<file path="src/rtl/fetch_stage_if.sv">
// Instruction-memory bus between the fetch stage and a combinational-read imem.
interface fetch_stage_if;
  logic [31:0] imem_addr;
  logic [31:0] imem_rdata;

  modport master (
    output imem_addr,
    input  imem_rdata
  );

  modport slave (
    input  imem_addr,
    output imem_rdata
  );
endinterface

</file>
<file path="src/rtl/fetch_stage.sv">
// Fetch stage: PC register, branch/jump redirect, IF/ID pipeline register and
// a running count of instructions loaded into IF/ID.
module fetch_stage (
  input  logic                clk,
  input  logic                reset,
  input  logic                stall,
  input  logic                beq,
  input  logic                bne,
  input  logic                jump,
  input  logic                zero,
  input  logic [31:0]         branch_offset,
  input  logic [25:0]         jump_index,
  input  logic [31:0]         resolve_pc4,
  fetch_stage_if.master       imem,
  output logic [31:0]         instr,
  output logic [31:0]         pc_plus4,
  output logic                valid,
  output logic                redirect,
  output logic [31:0]         fetch_count
);

  logic [31:0] pc;
  logic [31:0] pc_next_seq;
  logic        taken_branch;
  logic [31:0] branch_target;
  logic [31:0] jump_target;
  logic [31:0] redirect_target;

  assign taken_branch = (beq & zero) | (bne & ~zero);
  assign redirect     = jump | taken_branch;

  // Shifting by two drops the top offset bits; the add wraps at 32 bits.
  assign branch_target   = resolve_pc4 + {branch_offset[29:0], 2'b00};
  assign jump_target     = {resolve_pc4[31:28], jump_index, 2'b00};
  assign redirect_target = jump ? jump_target : branch_target;

  assign pc_next_seq    = pc + 32'd4;
  assign imem.imem_addr = pc;

  always_ff @(posedge clk) begin
    if (reset) begin
      pc          <= 32'd0;
      instr       <= 32'd0;
      pc_plus4    <= 32'd0;
      valid       <= 1'b0;
      fetch_count <= 32'd0;
    end else if (redirect) begin
      // Flush wins over stall: the slot behind a taken branch/jump is a nop.
      pc          <= redirect_target;
      instr       <= 32'd0;
      pc_plus4    <= 32'd0;
      valid       <= 1'b0;
    end else if (!stall) begin
      pc          <= pc_next_seq;
      instr       <= imem.imem_rdata;
      pc_plus4    <= pc_next_seq;
      valid       <= 1'b1;
      fetch_count <= fetch_count + 32'd1;
    end
  end

endmodule
</file>
<file path="src/flat_wrapper.sv">
// flat-port wrapper written by rule: the top's interface ports become plain ports
module fetch_stage_flat 
  (clk, reset, stall, beq, bne, jump, zero, branch_offset, jump_index, resolve_pc4, instr, pc_plus4, valid, redirect, fetch_count, imem_imem_addr, imem_imem_rdata);
  fetch_stage_if imem_i ();
  input  logic clk;
  input  logic reset;
  input  logic stall;
  input  logic beq;
  input  logic bne;
  input  logic jump;
  input  logic zero;
  input  logic [31:0] branch_offset;
  input  logic [25:0] jump_index;
  input  logic [31:0] resolve_pc4;
  output logic [31:0] instr;
  output logic [31:0] pc_plus4;
  output logic valid;
  output logic redirect;
  output logic [31:0] fetch_count;
  output wire logic [$bits(imem_i.imem_addr)-1:0] imem_imem_addr;
  input wire logic [$bits(imem_i.imem_rdata)-1:0] imem_imem_rdata;
  assign imem_imem_addr = imem_i.imem_addr;
  assign imem_i.imem_rdata = imem_imem_rdata;
  fetch_stage u_core (.clk(clk), .reset(reset), .stall(stall), .beq(beq), .bne(bne), .jump(jump), .zero(zero), .branch_offset(branch_offset), .jump_index(jump_index), .resolve_pc4(resolve_pc4), .imem(imem_i), .instr(instr), .pc_plus4(pc_plus4), .valid(valid), .redirect(redirect), .fetch_count(fetch_count));
endmodule
</file>
<file path="config.mk">
export PLATFORM = sky130hd
export DESIGN_NAME = fetch_stage_flat
export DESIGN_NICKNAME = d
export VERILOG_FILES = /design/src/rtl/fetch_stage_if.sv /design/src/rtl/fetch_stage.sv /design/src/flat_wrapper.sv
export SDC_FILE = /design/constraint.sdc
export NUM_CORES = 1
export LEC_CHECK = 0
export CELL_PAD_IN_SITES_DETAIL_PLACEMENT = 1
export CELL_PAD_IN_SITES_GLOBAL_PLACEMENT = 1
export CORE_MARGIN = 2
export CORE_UTILIZATION = 30
export CTS_CLUSTER_DIAMETER = 200
export DETAILED_ROUTE_END_ITERATION = 10
export PLACE_DENSITY_LB_ADDON = 0.25
export SYNTH_ARGS = -nofsm -noshare
export SYNTH_HDL_FRONTEND = slang
export SYNTH_SLANG_ARGS = --single-unit
</file>
<file path="constraint.sdc">
create_clock -name clk -period 2.2 [get_ports clk]
set_input_delay 0.22 -clock clk [delete_from_list [all_inputs] [get_ports clk]]
set_output_delay 0.22 -clock clk [all_outputs]
set_load 0.03 [all_outputs]
</file>
## Word level (Yosys, flattened, before mapping)

Index checks and enable logic that the tools add are counted.
W data, S select, Z words.

| storage, ports and cells | value |
|---|---|
| register bits | 129 |
| bits in latches | 0 |
| memory bits (writable) | 0 |
| ROM bits | 0 |
| bits of input ports | 129 |
| output and inout bits | 130 |
| logic and storage cells | 21 |
| memories kept | 0 |

| operators by class | value |
|---|---|
| $add $sub $neg | 3 |
| multiply operators | 0 |
| divide/modulo/power cells | 0 |
| $lt $le $gt $ge | 0 |
| equality and inequality tests | 1 |
| shift operators | 0 |
| multiplexer cells | 3 |
| bitwise gates (word level) | 7 |
| reductions and logical operators | 2 |

Operators with widths:

| operator | count |
|---|---|
| $mux W32 | 3 |
| $add A32 B1 Y32 const B | 1 |
| $add A32 B3 Y32 const B | 1 |
| $add A32 B32 Y32 | 1 |
| $not A1 Y1 | 3 |
| $and A1 B1 Y1 | 2 |
| $ne A2 B1 Y1 const B | 1 |
| $or A1 B1 Y1 | 2 |
| $reduce_and A2 Y1 | 1 |
| $reduce_or A2 Y1 | 1 |

## Longest topological paths before layout

| logic depth | value |
|---|---|
| depth after elaboration | 6 |
| depth in mapped cells | 10 |
| gate-level depth less buffers | 10 |

## Worst setup path before layout

No wires, ideal clock.

| path | value |
|---|---|
| path type | flip-flop to flip-flop |
| from | register u_core.pc[2], in the netlist u_core.imem.imem_addr[2] |
| to | register u_core.pc[28], in the netlist u_core.imem.imem_addr[28] |
| setup time | 0.095 ns |
| arrival | 2.392 ns |
| required time | 2.105 ns |
| path slack | -0.287 ns |
| cell stages (with the launch flop) | 10 |
| buffers on the path | 0 |
| clock period less this slack | 2.487 ns |
| cell sequence | dfxtp_1 > ha_1 > nand3_1 > nor2_1 > nand4_1 > nor3_1 > nand3_1 > xnor2_1 > a21oi_1 > a221oi_1 |

| on the way | value |
|---|---|
| word-level cells in the longest chain between the ends | 3 |

RTL lines:

| item | RTL line | text |
|---|---|---|
| from (decl) | fetch_stage.sv:22 | `logic [31:0] pc;` |
| from (signal assigned) | fetch_stage.sv:49 | `pc <= redirect_target;` |
| from (signal assigned) | fetch_stage.sv:54 | `pc <= pc_next_seq;` |
| $add A32 B3 Y32 | fetch_stage.sv:37 | `assign pc_next_seq = pc + 32'd4;` |
| $mux W32 | fetch_stage.sv:53 | `end else if (!stall) begin` |
| $mux W32 | fetch_stage.sv:47 | `end else if (redirect) begin` |

No other way between the ends. The select of a mux whose other input is x is not followed.
A chain may end at the register's enable or synchronous reset.

## Worst setup path after layout

| path | value |
|---|---|
| from | input branch_offset[1] |
| to | register u_core.pc[31], in the netlist u_core.imem.imem_addr[31] |

| on the way | value |
|---|---|
| word-level cells in the longest chain between the ends | 3 |

RTL lines:

| item | RTL line | text |
|---|---|---|
| from (decl) | flat_wrapper.sv:12 | `input logic [31:0] branch_offset;` |
| $add A32 B32 Y32 | fetch_stage.sv:33 | `assign branch_target = resolve_pc4 + {branch_offset[29:0], 2'b00};` |
| $mux W32 | fetch_stage.sv:35 | `assign redirect_target = jump ? jump_target : branch_target;` |
| $mux W32 | fetch_stage.sv:47 |  |

No other way between the ends.

==> flow_summary.json <==
{
  "vias_per_cell": 4.98,
  "synth_top_family_by_area": "simple AND/OR/NAND/NOR gates",
  "synth_edf_count": 0,
  "async_flop_share_pct": 0,
  "drt_pass1_iterations": 4,
  "vdd_ir_drop_max_mv": 0.490,
  "grt_pass1_vias": 8689,
  "die_x_microns": 162,
  "drtIter0Drc": 348,
  "fillers": 2884,
  "p_total_uw": 7550,
  "drt-total-wl_microns": 29700,
  "synth_most_common_cell": "nor2_1",
  "p_per_area_mw_per_mm2": 601,
  "power_leakage_uw": 0.00491,
  "fin_crit_ns": 2.23,
  "multiInputGateArea_sq_mm": 0.00515,
  "cp.arrival_ns": 2.58,
  "cts-root-buf": "clkbuf_16",
  "critPathTopFamily": "compound AO/OA/AOI/OAI gates",
  "synth_cells": 926,
  "synth-main-ff-cell": "dfxtp_1",
  "antennaDiodeCount": 0,
  "crit_buf_inv": 3,
  "critPathLaunchType": "input port",
  "netlist.area_leader.share_pct": 34.4,
  "via_count": 8177,
  "grt_max_degree": 73,
  "synth-seq-cells": 129,
  "fp.dieH_microns": 162,
  "timing.slew.headroom_pct": 63.3,
  "synth_area_sq_mm": 0.00750,
  "synthSimpleGateAreaFrac_pct": 22.6,
  "grt_antenna_before_repair": 1,
  "clock_latency_ns": 0.42,
  "cp_data_required_time_ns": 2.55,
  "htree_levels": 4,
  "drtAntennaViolNets": 0,
  "io_buffers": 256,
  "cp_max_fo": 4,
  "final_max_slew_viol_count": 0,
  "initial_core_util_pct": 30.6,
  "gp_congestion": 0.901,
  "cts_max_path_buffers": 2,
  "overflow": 0,
  "hold_buffers": 0,
  "drc_errors": 0,
  "area_growth_pct": 67.6,
  "crit_chain": "dlygate4sd2_1 > ha_1 > a211oi_2 > o211ai_1 > a31oi_1 > a41oi_2 > buf_4 > buf_4 > a31oi_1 > xnor2_1 > a211oi_2",
  "worst_pin_slew_ns": 0.550,
  "yosys.area_share.adder_pct": 5.44,
  "setup_violations": 3,
  "synthMuxAreaShare_pct": 5.49,
  "syn_nets": 1087,
  "yosys-top-cells-area": "dfxtp_1 (34%), nor2_1 (8.1%), a21oi_1 (6.0%)",
  "cpPeakStageDelay_ns": 0.33,
  "violations": "setup timing",
  "status": "finished, violations left",
  "fin_nets": 1466,
  "rsz0062_at_grt": "yes",
  "row_count": 57,
  "hold_class": "in -> reg",
  "finalHoldViolCount": 0,
  "post_drt_wl_per_cell_microns": 18.1,
  "die_area_sq_mm": 0.0263,
  "layout_setup_ws_ns": -0.0346,
  "cap_viol_max_count": 0,
  "layout-drive-gt1-share_pct": 22.3,
  "syn_avg_cell_area_sq_um": 8.10,
  "synth_compound_area_share_pct": 17.1,
  "io_pins": 259,
  "min_period_over_period_pct": 102,
  "yosys-top-cells-count": "nor2_1 (161), dfxtp_1 (129), a21oi_1 (90)",
  "utilization_pct": 51.4,
  "fin_skew_ns": 0.00890,
  "numCtsBuffers": 17,
  "post-dp-hpwl_microns": 22700,
  "end_kind": "register",
  "netlist-cell-type-count": 73,
  "fp.coreArea_sq_mm": 0.0245,
  "seq_area_sq_mm": 0.00261,
  "grt_first_pass_wirelength_microns": 46500,
  "cts_sinks": 129,
  "yosys.area.top_type": "dfxtp_1",
  "grt_usage_pct": 22.5,
  "yosysSeqAreaShare_pct": 34.4,
  "critPathSlowestCell": "ha_1",
  "cts_tree": "done",
  "clk_pin_slew_ns": 0.06,
  "fin_area_sq_mm": 0.0126,
  "synth_warnings": 0,
  "place_area_sq_mm": 0.0115,
  "path_class": "in -> reg",
  "synth_xor_area_share_pct": 10.9,
  "timing.hold.ws_ns": 0.155,
  "timing.fmax_ghz": 0.448
}
==> cells by family after synthesis <==
logic type | count (synthesis)
simple gates | 355
compound gates | 211
mux | 41
buf+inv | 65
fa+ha+maj | 32
xor+xnor | 93
flops | 129
==> cells in the final DEF, fill, tap and decap left out, types with 4 or more instances in the layout <==
| cell | n |
|---|---|
| clkdlybuf4s50_1 | 220 |
| nor2_1 | 159 |
| buf_4 | 152 |
| dfxtp_1 | 113 |
| a21oi_1 | 81 |
| nand2_1 | 63 |
| xor2_1 | 47 |
| xnor2_1 | 43 |
| mux2i_1 | 39 |
| o21ai_0 | 35 |
| dlygate4sd2_1 | 30 |
| nand3_1 | 25 |
| nor3_1 | 18 |
| ha_4 | 18 |
| clkbuf_16 | 17 |
| nand4_1 | 15 |
| inv_1 | 13 |
| a21o_1 | 13 |
| ha_1 | 13 |
| or3_1 | 12 |
| dfxtp_2 | 12 |
| a21oi_2 | 9 |
| o22ai_1 | 8 |
| a31oi_1 | 7 |
| a211oi_1 | 7 |
| and3_1 | 6 |
| o21ai_1 | 5 |
| o21bai_1 | 5 |
| a211oi_2 | 5 |
| and2_1 | 4 |
| nor2b_1 | 4 |
| nor3_2 | 4 |
| o211ai_1 | 4 |
| nand2b_1 | 4 |
| a22oi_1 | 4 |
| bufinv_16 | 4 |
| dfxtp_4 | 4 |
==> where the power goes <==
part / internal, uW / switching (uW)
Combinational: 982 / 1030
Sequential: 2420 / 77.9
Clock: 1930 / 1110
==> sequential cells by signal, indices dropped and copies added (netlist names) <==
| signal | count |
|---|---|
| u_core.instr | 32 |
| u_core.fetch_count | 32 |
| u_core.pc_plus4 | 32 |
| u_core.valid | 1 |
| u_core.imem.imem_addr | 32 |
==> per-layer routing <==
metal | share of wire (%) | GRT usage (%)
met3 | 5.9 | 5.82
met4 | 2.1 | 7.32
met2 | 47 | 38.2
met5 | 0.044 | 0
met1 | 44 | 27.8
==> through the flow <==
step	cells	setup WS [ns]	TNS [ns]
after detailed placement	1602	-0.746	-19.50
final	1642	-0.0346	-0.0914
after global routing	1642	-0.104	-0.594
after floorplan	926	-0.0256	-0.0699
after CTS	1640	-0.0296	-0.0660
after global placement	1602	-0.685	-17.17
==> final timing paths <==
check	start	endpoint	slack [ns]	cells after the start
max reg2reg	u_core.imem.imem_addr[9]	u_core.imem.imem_addr[27]	-0.01	7
min reg2reg	u_core.valid	u_core.valid	0.45	2
min	reset	u_core.imem.imem_addr[28]	0.15	2
max	branch_offset[1]	u_core.imem.imem_addr[31]	-0.03	11
==> cell type report <==
cell class / count / share of cell area (%)
timing repair buffer: 411 / 29.6
inverter: 14 / 0.428
tap: 324 / 3.23
multi-input combinational: 732 / 41.0
clock inverter: 12 / 1.44
sequential: 129 / 20.8
clock buffer: 20 / 3.56
==> timing repair <==
| action | 4_1_cts | 5_1_grt |
|---|---|---|
| buffers inserted | 6 | 2 |
| pin swaps | 34 | 31 |
| gates cloned | 0 | 0 |
| endpoints found under the setup margin | 30 | 30 |
| gates resized for setup | 84 | 33 |
Power figures use the tool's default switching activity.
